==> src/rtl/spi_slave_frontend.sv <==
// SPI slave serial front end: deserialises MOSI command frames into RAM command words
// and shifts RAM read data back out on MISO.
module spi_slave_frontend #(
   parameter int ADDR_SIZE = 8
) (
   input  logic                 clk,
   input  logic                 rst_n,
   input  logic                 ss_n,
   input  logic                 mosi,
   input  logic [ADDR_SIZE-1:0] tx_data,
   input  logic                 tx_valid,
   output logic [ADDR_SIZE+1:0] rx_data,
   output logic                 rx_valid,
   output logic                 miso
);
   localparam int W  = ADDR_SIZE + 2;
   localparam int CW = $clog2(W + 1);
   localparam int TW = $clog2(ADDR_SIZE);

   localparam logic [2:0] IDLE      = 3'd0;
   localparam logic [2:0] CHK_CMD   = 3'd1;
   localparam logic [2:0] WRITE     = 3'd2;
   localparam logic [2:0] READ_ADD  = 3'd3;
   localparam logic [2:0] READ_DATA = 3'd4;

   localparam logic [1:0] TX_OFF   = 2'd0;
   localparam logic [1:0] TX_WAIT  = 2'd1;
   localparam logic [1:0] TX_SHIFT = 2'd2;
   localparam logic [1:0] TX_DONE  = 2'd3;

   logic [2:0]           state_q, state_d;
   logic [CW-1:0]        cnt_q, cnt_d;
   logic [W-2:0]         sr_q, sr_d;
   logic [W-1:0]         rx_data_q, rx_data_d;
   logic                 rx_valid_q, rx_valid_d;
   logic                 miso_q, miso_d;
   logic                 seen_q, seen_d;
   logic [1:0]           txph_q, txph_d;
   logic [ADDR_SIZE-1:0] txsr_q, txsr_d;
   logic [TW-1:0]        txcnt_q, txcnt_d;

   logic word_last;
   logic tx_accept;

   assign word_last = (cnt_q == CW'(W - 1));
   // Read data is also taken on the edge that completes the READ_DATA command word.
   assign tx_accept = tx_valid && (state_q == READ_DATA) &&
                      ((txph_q == TX_WAIT) || ((txph_q == TX_OFF) && word_last));

   always_comb begin
      state_d    = state_q;
      cnt_d      = cnt_q;
      sr_d       = sr_q;
      rx_data_d  = rx_data_q;
      rx_valid_d = 1'b0;
      miso_d     = 1'b0;
      seen_d     = seen_q;
      txph_d     = txph_q;
      txsr_d     = txsr_q;
      txcnt_d    = txcnt_q;

      case (state_q)
         IDLE: if (!ss_n) state_d = CHK_CMD;
         CHK_CMD: begin
            if (!mosi)       state_d = WRITE;
            else if (seen_q) state_d = READ_DATA;
            else             state_d = READ_ADD;
         end
         WRITE, READ_ADD, READ_DATA: begin
            if (cnt_q < CW'(W)) begin
               sr_d  = {sr_q[W-3:0], mosi};
               cnt_d = cnt_q + CW'(1);
               if (word_last) begin
                  rx_data_d  = {sr_q, mosi};
                  rx_valid_d = 1'b1;
                  if (state_q == READ_ADD)  seen_d = 1'b1;
                  if (state_q == READ_DATA) txph_d = TX_WAIT;
               end
            end
            if (tx_accept) begin
               miso_d  = tx_data[ADDR_SIZE-1];
               txsr_d  = {tx_data[ADDR_SIZE-2:0], 1'b0};
               txcnt_d = TW'(ADDR_SIZE - 1);
               txph_d  = TX_SHIFT;
            end else if (txph_q == TX_SHIFT) begin
               miso_d  = txsr_q[ADDR_SIZE-1];
               txsr_d  = {txsr_q[ADDR_SIZE-2:0], 1'b0};
               txcnt_d = txcnt_q - TW'(1);
               if (txcnt_q == TW'(1)) begin
                  txph_d = TX_DONE;
                  seen_d = 1'b0;
               end
            end
         end
         default: state_d = IDLE;
      endcase

      // Deselect wins over everything in flight, including a word completing this edge.
      if (ss_n && (state_q != IDLE)) begin
         state_d    = IDLE;
         cnt_d      = '0;
         sr_d       = '0;
         rx_data_d  = rx_data_q;
         rx_valid_d = 1'b0;
         miso_d     = 1'b0;
         seen_d     = seen_q;
         txph_d     = TX_OFF;
      end
   end

   always_ff @(posedge clk) begin
      if (!rst_n) begin
         state_q    <= IDLE;
         cnt_q      <= '0;
         sr_q       <= '0;
         rx_data_q  <= '0;
         rx_valid_q <= 1'b0;
         miso_q     <= 1'b0;
         seen_q     <= 1'b0;
         txph_q     <= TX_OFF;
         txsr_q     <= '0;
         txcnt_q    <= '0;
      end else begin
         state_q    <= state_d;
         cnt_q      <= cnt_d;
         sr_q       <= sr_d;
         rx_data_q  <= rx_data_d;
         rx_valid_q <= rx_valid_d;
         miso_q     <= miso_d;
         seen_q     <= seen_d;
         txph_q     <= txph_d;
         txsr_q     <= txsr_d;
         txcnt_q    <= txcnt_d;
      end
   end

   assign rx_data  = rx_data_q;
   assign rx_valid = rx_valid_q;
   assign miso     = miso_q;
endmodule
==> config.mk <==
export PLATFORM = sky130hd
export DESIGN_NAME = spi_slave_frontend
export DESIGN_NICKNAME = d
export VERILOG_FILES = /design/src/rtl/spi_slave_frontend.sv
export SDC_FILE = /design/constraint.sdc
export NUM_CORES = 1
export LEC_CHECK = 0
export CORE_ASPECT_RATIO = 0.75
export CORE_UTILIZATION = 30
export CTS_CLUSTER_DIAMETER = 40
export DETAILED_ROUTE_END_ITERATION = 6
export GPL_TIMING_DRIVEN = 0
export PLACE_DENSITY = 0.5
export SETUP_SLACK_MARGIN = 0.4
export SYNTH_ARGS = -nofsm -noshare
export SYNTH_HDL_FRONTEND = slang
export SYNTH_SLANG_ARGS = --single-unit
==> constraint.sdc <==
create_clock -name clk -period 4.5 [get_ports clk]
set_input_delay 0.9 -clock clk [delete_from_list [all_inputs] [get_ports clk]]
set_output_delay 0.9 -clock clk [all_outputs]
set_load 0.02 [all_outputs]
* Word-level counts from Yosys, hierarchy flattened
Cells that the tools add are included. W data, S select, Z words.
Word-level totals: flip-flop bits (word level) 42, bits of input ports 13, output and inout port bits 12, logic and storage cells 67
Operators by class: add/sub/neg operators 2, magnitude comparators 1, eq/ne operators 9, multiplexer cells 23, bitwise gates (word level) 4, reductions and logical operators 18
Operators with widths (count):
- $mux W8 | 2
- $mux W3 | 5
- $mux W2 | 6
- $mux W1 | 9
- $pmux W3 S3 | 1
- $reduce_and A2 Y1 | 4
- $eq A3 B1 Y1 const B | 2
- $eq A3 B2 Y1 const B | 2
- $reduce_or A3 Y1 | 2
- $add A4 B1 Y4 const B | 1
- $eq A4 B4 Y1 const B | 1
- $logic_and A1 B1 Y1 | 4
- $lt A4 B4 Y1 const B | 1
- $not A1 Y1 | 4
- $reduce_and A4 Y1 | 1
- $reduce_or A4 Y1 | 1
- $eq A3 B3 Y1 const B | 1
- $logic_not A3 Y1 | 1
- $reduce_bool A3 Y1 | 1
- $sub A3 B1 Y3 const B | 1
- $eq A2 B1 Y1 const B | 1
- $eq A2 B2 Y1 const B | 1
- $logic_not A2 Y1 | 1
- $ne A2 B2 Y1 const B | 1
- other kinds (3) | 3

* Longest topological paths before layout
Gate-level depths: netlist (run 1).
depth after elaboration 7, gate-level depth with buffers 7, depth with buffers taken out 6

* Worst setup path after synthesis (run 1)
Ideal clock, no wire load.
path type input -> register, from input port tx_valid, to register txsr_q[6], library setup time 0.122 ns, arrival time 1.735 ns, data required time 4.378 ns, setup slack 2.643 ns, stages on the path 5, buffers on the path 1, cells stage by stage inv_1 a2111o_1 buf_2 o21ai_1 a21oi_1
On the way: longest elaborated chain between the ends 4, elaborated cells on any way between the ends 5, classes of those cells mux: 1; reduce/logical: 4
RTL lines:
- from (decl) | line 11 | input logic tx_valid,
- $logic_and A1 B1 Y1 (*) (2 in a row) | line 47 | assign tx_accept = tx_valid && (state_q == READ_DATA) &&
- $reduce_bool A2 Y1 (no line)
- $reduce_and A2 Y1 (no line)
- to (signal assigned) | line 132 | txsr_q <= txsr_d;
- to (decl) | line 39 | logic [ADDR_SIZE-1:0] txsr_q, txsr_d;
Mark *: on every way between the ends. The rest lies on a longest branch, timed or not. A chain may end at the register's enable or synchronous reset.

* Worst setup path in the final report (run 1)
from input port ss_n, to register sr_q[5]
On the way: longest elaborated chain between the ends 2
RTL lines:
- from (decl) | line 8 | input logic ss_n,
- $logic_and A1 B1 Y1 | line 99 | if (ss_n && (state_q != IDLE)) begin
- $reduce_or A2 Y1 (no line)
- to (signal assigned) | line 126 | sr_q <= sr_d;
- to (decl) | line 33 | logic [W-2:0] sr_q, sr_d;
Every way passes these cells.

==> results.yml, run 1 <==
run_status:
  status: "complete, no violations"
clocking:
  cts_resized: 0
  cts_hold_buf: 0
  cts_buffer_depth: 2
  cts.reportedPaths.clkPinSlew_ps: 70
  cts-root-buf: "clkbuf_8"
  htree_levels: 2
  clock_sinks: 41
  cts_buffers: 5
  cts_tree: "built"
  clkLatencyLatePin_ps: 280
  post-cts-setup-buffers: 0
route:
  drc: 0
  first_pass_iters: 4
  finalWirelength_um: 3550
  ant_nets: 0
  vias: 1311
  drtIter0Drc: 42
  wl_per_cell_um: 12.6
  viasPerCell: 4.65
timing:
  worst_pin_slew_ps: 562
  clock_skew_ps: 2.13
  slew_viol_final: 0
  period_minus_slack_ps: 2220
  rsz0062_at_grt: "no"
  finalSetupTns_ps: 0
  period_share_pct: 49.4
  relSlewSlack_pct: 62.4
  fmax_mhz: 450
  postLayoutSetupSlackWorst_ps: 2280
  finalSetupViolCount: 0
  hold_viol_final: 0
min_path:
  hp-class: "reg2reg"
yosys:
  synthTopCellsByArea: "dfxtp_1 (46%), mux2i_1 (14%), nor2b_1 (4.6%), ha_1 (2.8%), nor2_1 (2.8%)"
  syn_nets: 193
  synth.top_cell.area_share_pct: 46.5
  yosys_warnings: 0
  ys_types: 40
  synth_cells: 176
  ys_seq_area_share_pct: 46.5
  avgSynthCellArea_um2: 10.0
  synthesis.area_um2: 1770
  synth_flop_cell: "dfxtp_1"
  synth_top_cell_by_area: "dfxtp_1"
  ys_ff_latch: 41
  synthArstFlopShare_pct: 0
  synth-edff-count: 0
global_routing:
  grt_max_degree: 12
  grt_first_pass_wirelength_um: 5980
  antenna_found_initial: 0
  grt_pass1_vias: 1239
  overflow: 0
  grt_use_total_pct: 12.5
final_layout:
  layout_common_cells: "dfxtp_1 (41), mux2i_1 (25), clkdlybuf4s50_1 (24), nor2b_1 (13), nor2_1 (13)"
  synthToLayoutAreaGrowth_pct: 23.8
  final_common_cell: "dfxtp_1"
  num_antenna_cells: 0
  final_nets: 224
  layout-drive-gt1-share_pct: 8.21
die:
  die_x_um: 90.6
  die-area_um2: 6200
  core_area_um2: 5500
  initial_core_util_pct: 32.1
  core.rowCount: 23
  ios: 25
  die_h_um: 68.4
worst_setup_path:
  arrival_ps: 2380
  r2r_setup_slack_ps: 2500
  startpoint_type: "input pin"
  cp_max_fo: 10
  path_class: "in2reg"
  critPathCaptureType: "flip-flop"
  required_ps: 4660
run:
  cap_viol_max_count: 0
placed_design:
  gp_congestion: 0.762
  hpwl_um: 2640
  io_buffer_count: 24
  dp_slack_ps: 1990
pwr:
  leakage_nw: 0.835
  peakVddDrop_uv: 128
  power_density_nw_per_um2: 296
[cells by family (layout without fill, tap and decap cells)]
group | count (synthesis) | count (layout) | synth area share (%)
and+or+nand+nor | 47 | 47 | 14.4
muxes | 26 | 26 | 14.8
DFF | 41 | 41 | 46.5
xor gates and xnor gates | 3 | 3 | 1.49
AOI/OAI and AO/OA | 37 | 37 | 15.1
buffers and inverters | 18 | 49 | 4.89
adders and majority gates | 4 | 4 | 2.83
[state kept, by name, indices dropped and copies added (netlist names)]
signal,cells
cnt_q,4
txph_q,2
rx_valid,1
seen_q,1
rx_data,10
txcnt_q,3
state_q,3
txsr_q,7
sr_q,9
miso,1
[per-layer routing]
| layer | track usage, % | vias to the layer above | share of wire [%] |
|---|---|---|---|
| li1 | - | 674 | - |
| met1 | 16.4 | 611 | 52 |
| met2 | 19.1 | 22 | 43 |
| met3 | 4.00 | 4 | 4.1 |
| met4 | 4.84 | 0 | 1.3 |
| met5 | 0 | - | 0 |
[where the power goes]
| group | switching [mW] | internal (mW) | leakage [nW] |
|---|---|---|---|
| logic | 0.0213 | 0.0201 | 0.460 |
| registers | 0.00290 | 0.365 | 0.331 |
| clock network | 0.115 | 0.122 | 0.0443 |
[worst paths after layout]
kind,from,to,cells past startpoint
worst max register to register,cnt_q[1]$_SDFFE_PP0P_,miso$_SDFF_PP0_,6
worst min-delay path,txsr_q[1]$_SDFFE_PN0P_,txsr_q[1]$_SDFFE_PN0P_,2
worst max-delay path,ss_n,sr_q[5]$_SDFFE_PP0P_,5
worst min register to register,txsr_q[1]$_SDFFE_PN0P_,txsr_q[1]$_SDFFE_PN0P_,2
[per-stage QoR]
step	hold WS, ps	utilization (%)	total power [mW]	area (um^2)	instances
final	486	39.8	0.646	2190	282
after global placement	470	38.2	0.417	2100	275
after global routing	507	39.8	0.678	2190	282
after floorplan	454	-	0.399	1770	176
after CTS	494	39.8	0.658	2190	282
after detailed placement	481	38.2	0.418	2100	275
[cell usage after synthesis, drive strengths merged, types with 2 or more instances]
library cell	count
dfxtp	41
mux2i	25
nor2	13
nor2b	13
o21ai	11
a21oi	9
inv	9
buf	6
nand2	6
a21boi	4
ha	4
a2111oi	3
clkbuf	3
nor3b	3
a211oi	2
nand2b	2
nand3b	2
nor3	2
o31a	2
xor2	2
[cell type report]
class / count / area (um^2)
Sequential cell: 41 / 821
Inverter: 9 / 33.8
Buffer: 9 / 52.6
Multi-Input combinational cell: 117 / 858
Timing Repair Buffer: 24 / 240
Tap cell: 75 / 93.8
Clock buffer: 7 / 86.3
Fill cell: 535 / 3310
[critical path, stage by stage]
cell and delay, ps:
clkdlybuf4s50_1 620, o31ai_1 120, nand2_1 230, clkbuf_1 400, nor2_1 100
(Power assumes the default switching activity.)
==> run 2: changes to the inputs <==
Clock period 4.5 ns to 2.08 ns, I/O delays scaled along.
==> run 2 against run 1 <==
Global-route usage grew 1.7 points. Hold slack lost 15 ps. Wire length increased by 20%. Critical path depth is 2 higher. Critical path type is now reg2reg. Critical endpoint is now miso$_SDFF_PP0_.
==> results.yml, run 2 (same netlist as run 1, synthesis figures left out) <==
run_status:
  status: "complete, no violations"
global_routing:
  grt_max_degree: 14
  grt_first_pass_wirelength_um: 6670
  grt_use_total_pct: 14.1
  antenna_found_initial: 0
  grt_pass1_vias: 1399
  overflow: 0
worst_setup_path:
  path_class: "reg2reg"
  arrival_ps: 2050
  cp_max_fo: 4
  startpoint_type: "flip-flop"
  required_ps: 2310
  critPathCaptureType: "flip-flop"
final_layout:
  final_nets: 238
  layout_common_cells: "dfxtp_1 (36), mux2i_1 (24), clkdlybuf4s50_1 (14), nor2_1 (13), nor2b_1 (12)"
  num-fill-cells: 525
  num_antenna_cells: 0
  largest_reg_flops: 10
  seq_area_um2: 830
  synthToLayoutAreaGrowth_pct: 42.1
  final_common_cell: "dfxtp_1"
  multi_input_area_um2: 978
  layout-drive-gt1-share_pct: 25.7
timing:
  fmax_mhz: 549
  rsz0062_at_grt: "yes"
  period_share_pct: 87.6
  period_minus_slack_ps: 1820
  worst_pin_slew_ps: 636
  slew_viol_final: 0
  finalSetupTns_ps: 0
  relSlewSlack_pct: 57.6
  finalSetupViolCount: 0
  clock_skew_ps: 8.39
  hold_viol_final: 0
  postLayoutSetupSlackWorst_ps: 258
route:
  drtIter0Drc: 31
  vias: 1405
  drc: 0
  ant_nets: 0
  finalWirelength_um: 4260
  wl_per_cell_um: 14.3
  first_pass_iters: 4
  viasPerCell: 4.73
die:
  die-area_um2: 6200
  core_area_um2: 5500
  die_h_um: 68.4
  initial_core_util_pct: 32.1
  die_x_um: 90.6
  core.rowCount: 23
  ios: 25
clocking:
  cts_buffer_depth: 2
  cts.reportedPaths.clkPinSlew_ps: 80
  clock_sinks: 41
  cts_tree: "built"
  clkLatencyLatePin_ps: 300
  cts-root-buf: "clkbuf_8"
  cts_hold_buf: 0
  cts_buffers: 5
  htree_levels: 2
placed_design:
  gp_congestion: 0.792
  dp_slack_ps: 44.9
  io_buffer_count: 24
  hpwl_um: 2700
pwr:
  peakVddDrop_uv: 251
  leakage_nw: 1.10
  power_density_nw_per_um2: 631
run:
  cap_viol_max_count: 0
min_path:
  hp-class: "reg2reg"
-- run 2: changes by cell type in the layout (fill, tap and decap cells not counted), moves of 4 or more --
cell             delta
buf_4               +6
buf_6               +9
clkdlybuf4s50_1    -10
dfxtp_1             -5
dfxtp_2             +4
dlymetal6s2s_1      +8
o21ai_1             -6
o21ai_2             +6
-- run 2: where the power goes --
part / leakage [nW] / switching, mW / internal [mW] / total (mW)
combinational: 0.713 / 0.0556 / 0.0519 / 0.107
sequential: 0.333 / 0.00662 / 0.790 / 0.796
clock: 0.0574 / 0.288 / 0.390 / 0.678
total: 1.10 / 0.350 / 1.23 / 1.58
-- run 2: area by class of cell --
cell class | count | area share, %
multi-input combinational | 117 | 39.0
buffer | 9 | 3.19
clock inverter | 2 | 1.50
tap | 75 | 3.74
sequential | 41 | 33.1
clock buffer | 6 | 3.29
timing repair buffer | 38 | 14.9
inverter | 9 | 1.35
-- run 2: timing repair --
item	4_1_cts	5_1_grt
endpoints found under the hold margin	0	0
buffers inserted	8	3
pin swaps	2	11
cloned	1	2
gates resized for setup	17	38
setup endpoints to repair	37	41
-- run 2: worst paths after layout --
check / startpoint / end / slack, ps / cells past startpoint
hold / removal: txsr_q[1]$_SDFFE_PN0P_ / txsr_q[1]$_SDFFE_PN0P_ / 470 / 2
hold reg to reg: txsr_q[1]$_SDFFE_PN0P_ / txsr_q[1]$_SDFFE_PN0P_ / 470 / 2
setup / recovery: state_q[2]$_SDFFE_PP0P_ / miso$_SDFF_PP0_ / 260 / 7
setup reg to reg: state_q[2]$_SDFFE_PP0P_ / miso$_SDFF_PP0_ / 260 / 7
-- run 2: stage by stage --
stage | hold WS [ps] | utilization (%) | std cells | area (um^2) | total power [mW]
after floorplan | 454 | - | 176 | 1770 | 0.864
after global placement | 467 | 38.4 | 275 | 2110 | 0.904
after detailed placement | 475 | 38.4 | 275 | 2110 | 0.906
after CTS | 488 | 42.5 | 292 | 2340 | 1.59
after global routing | 508 | 45.6 | 297 | 2510 | 1.64
final | 471 | 45.6 | 297 | 2510 | 1.58
-- run 2: worst max-delay path, cell delays in order, from the launching register on --
cell	delay, ps
dfxtp_2	330
buf_6	90
or3b_4	410
buf_4	150
buf_4	140
a2111oi_4	310
a22oi_2	160
nor3b_2	170
-- run 2: metal layers --
layer	vias to the layer above	track usage [%]	wire length, um
li1	702	-	-
met5	-	0	0
met2	19	22.5	1970
met1	679	17.7	2110
met4	0	7.66	47
met3	5	3.78	125
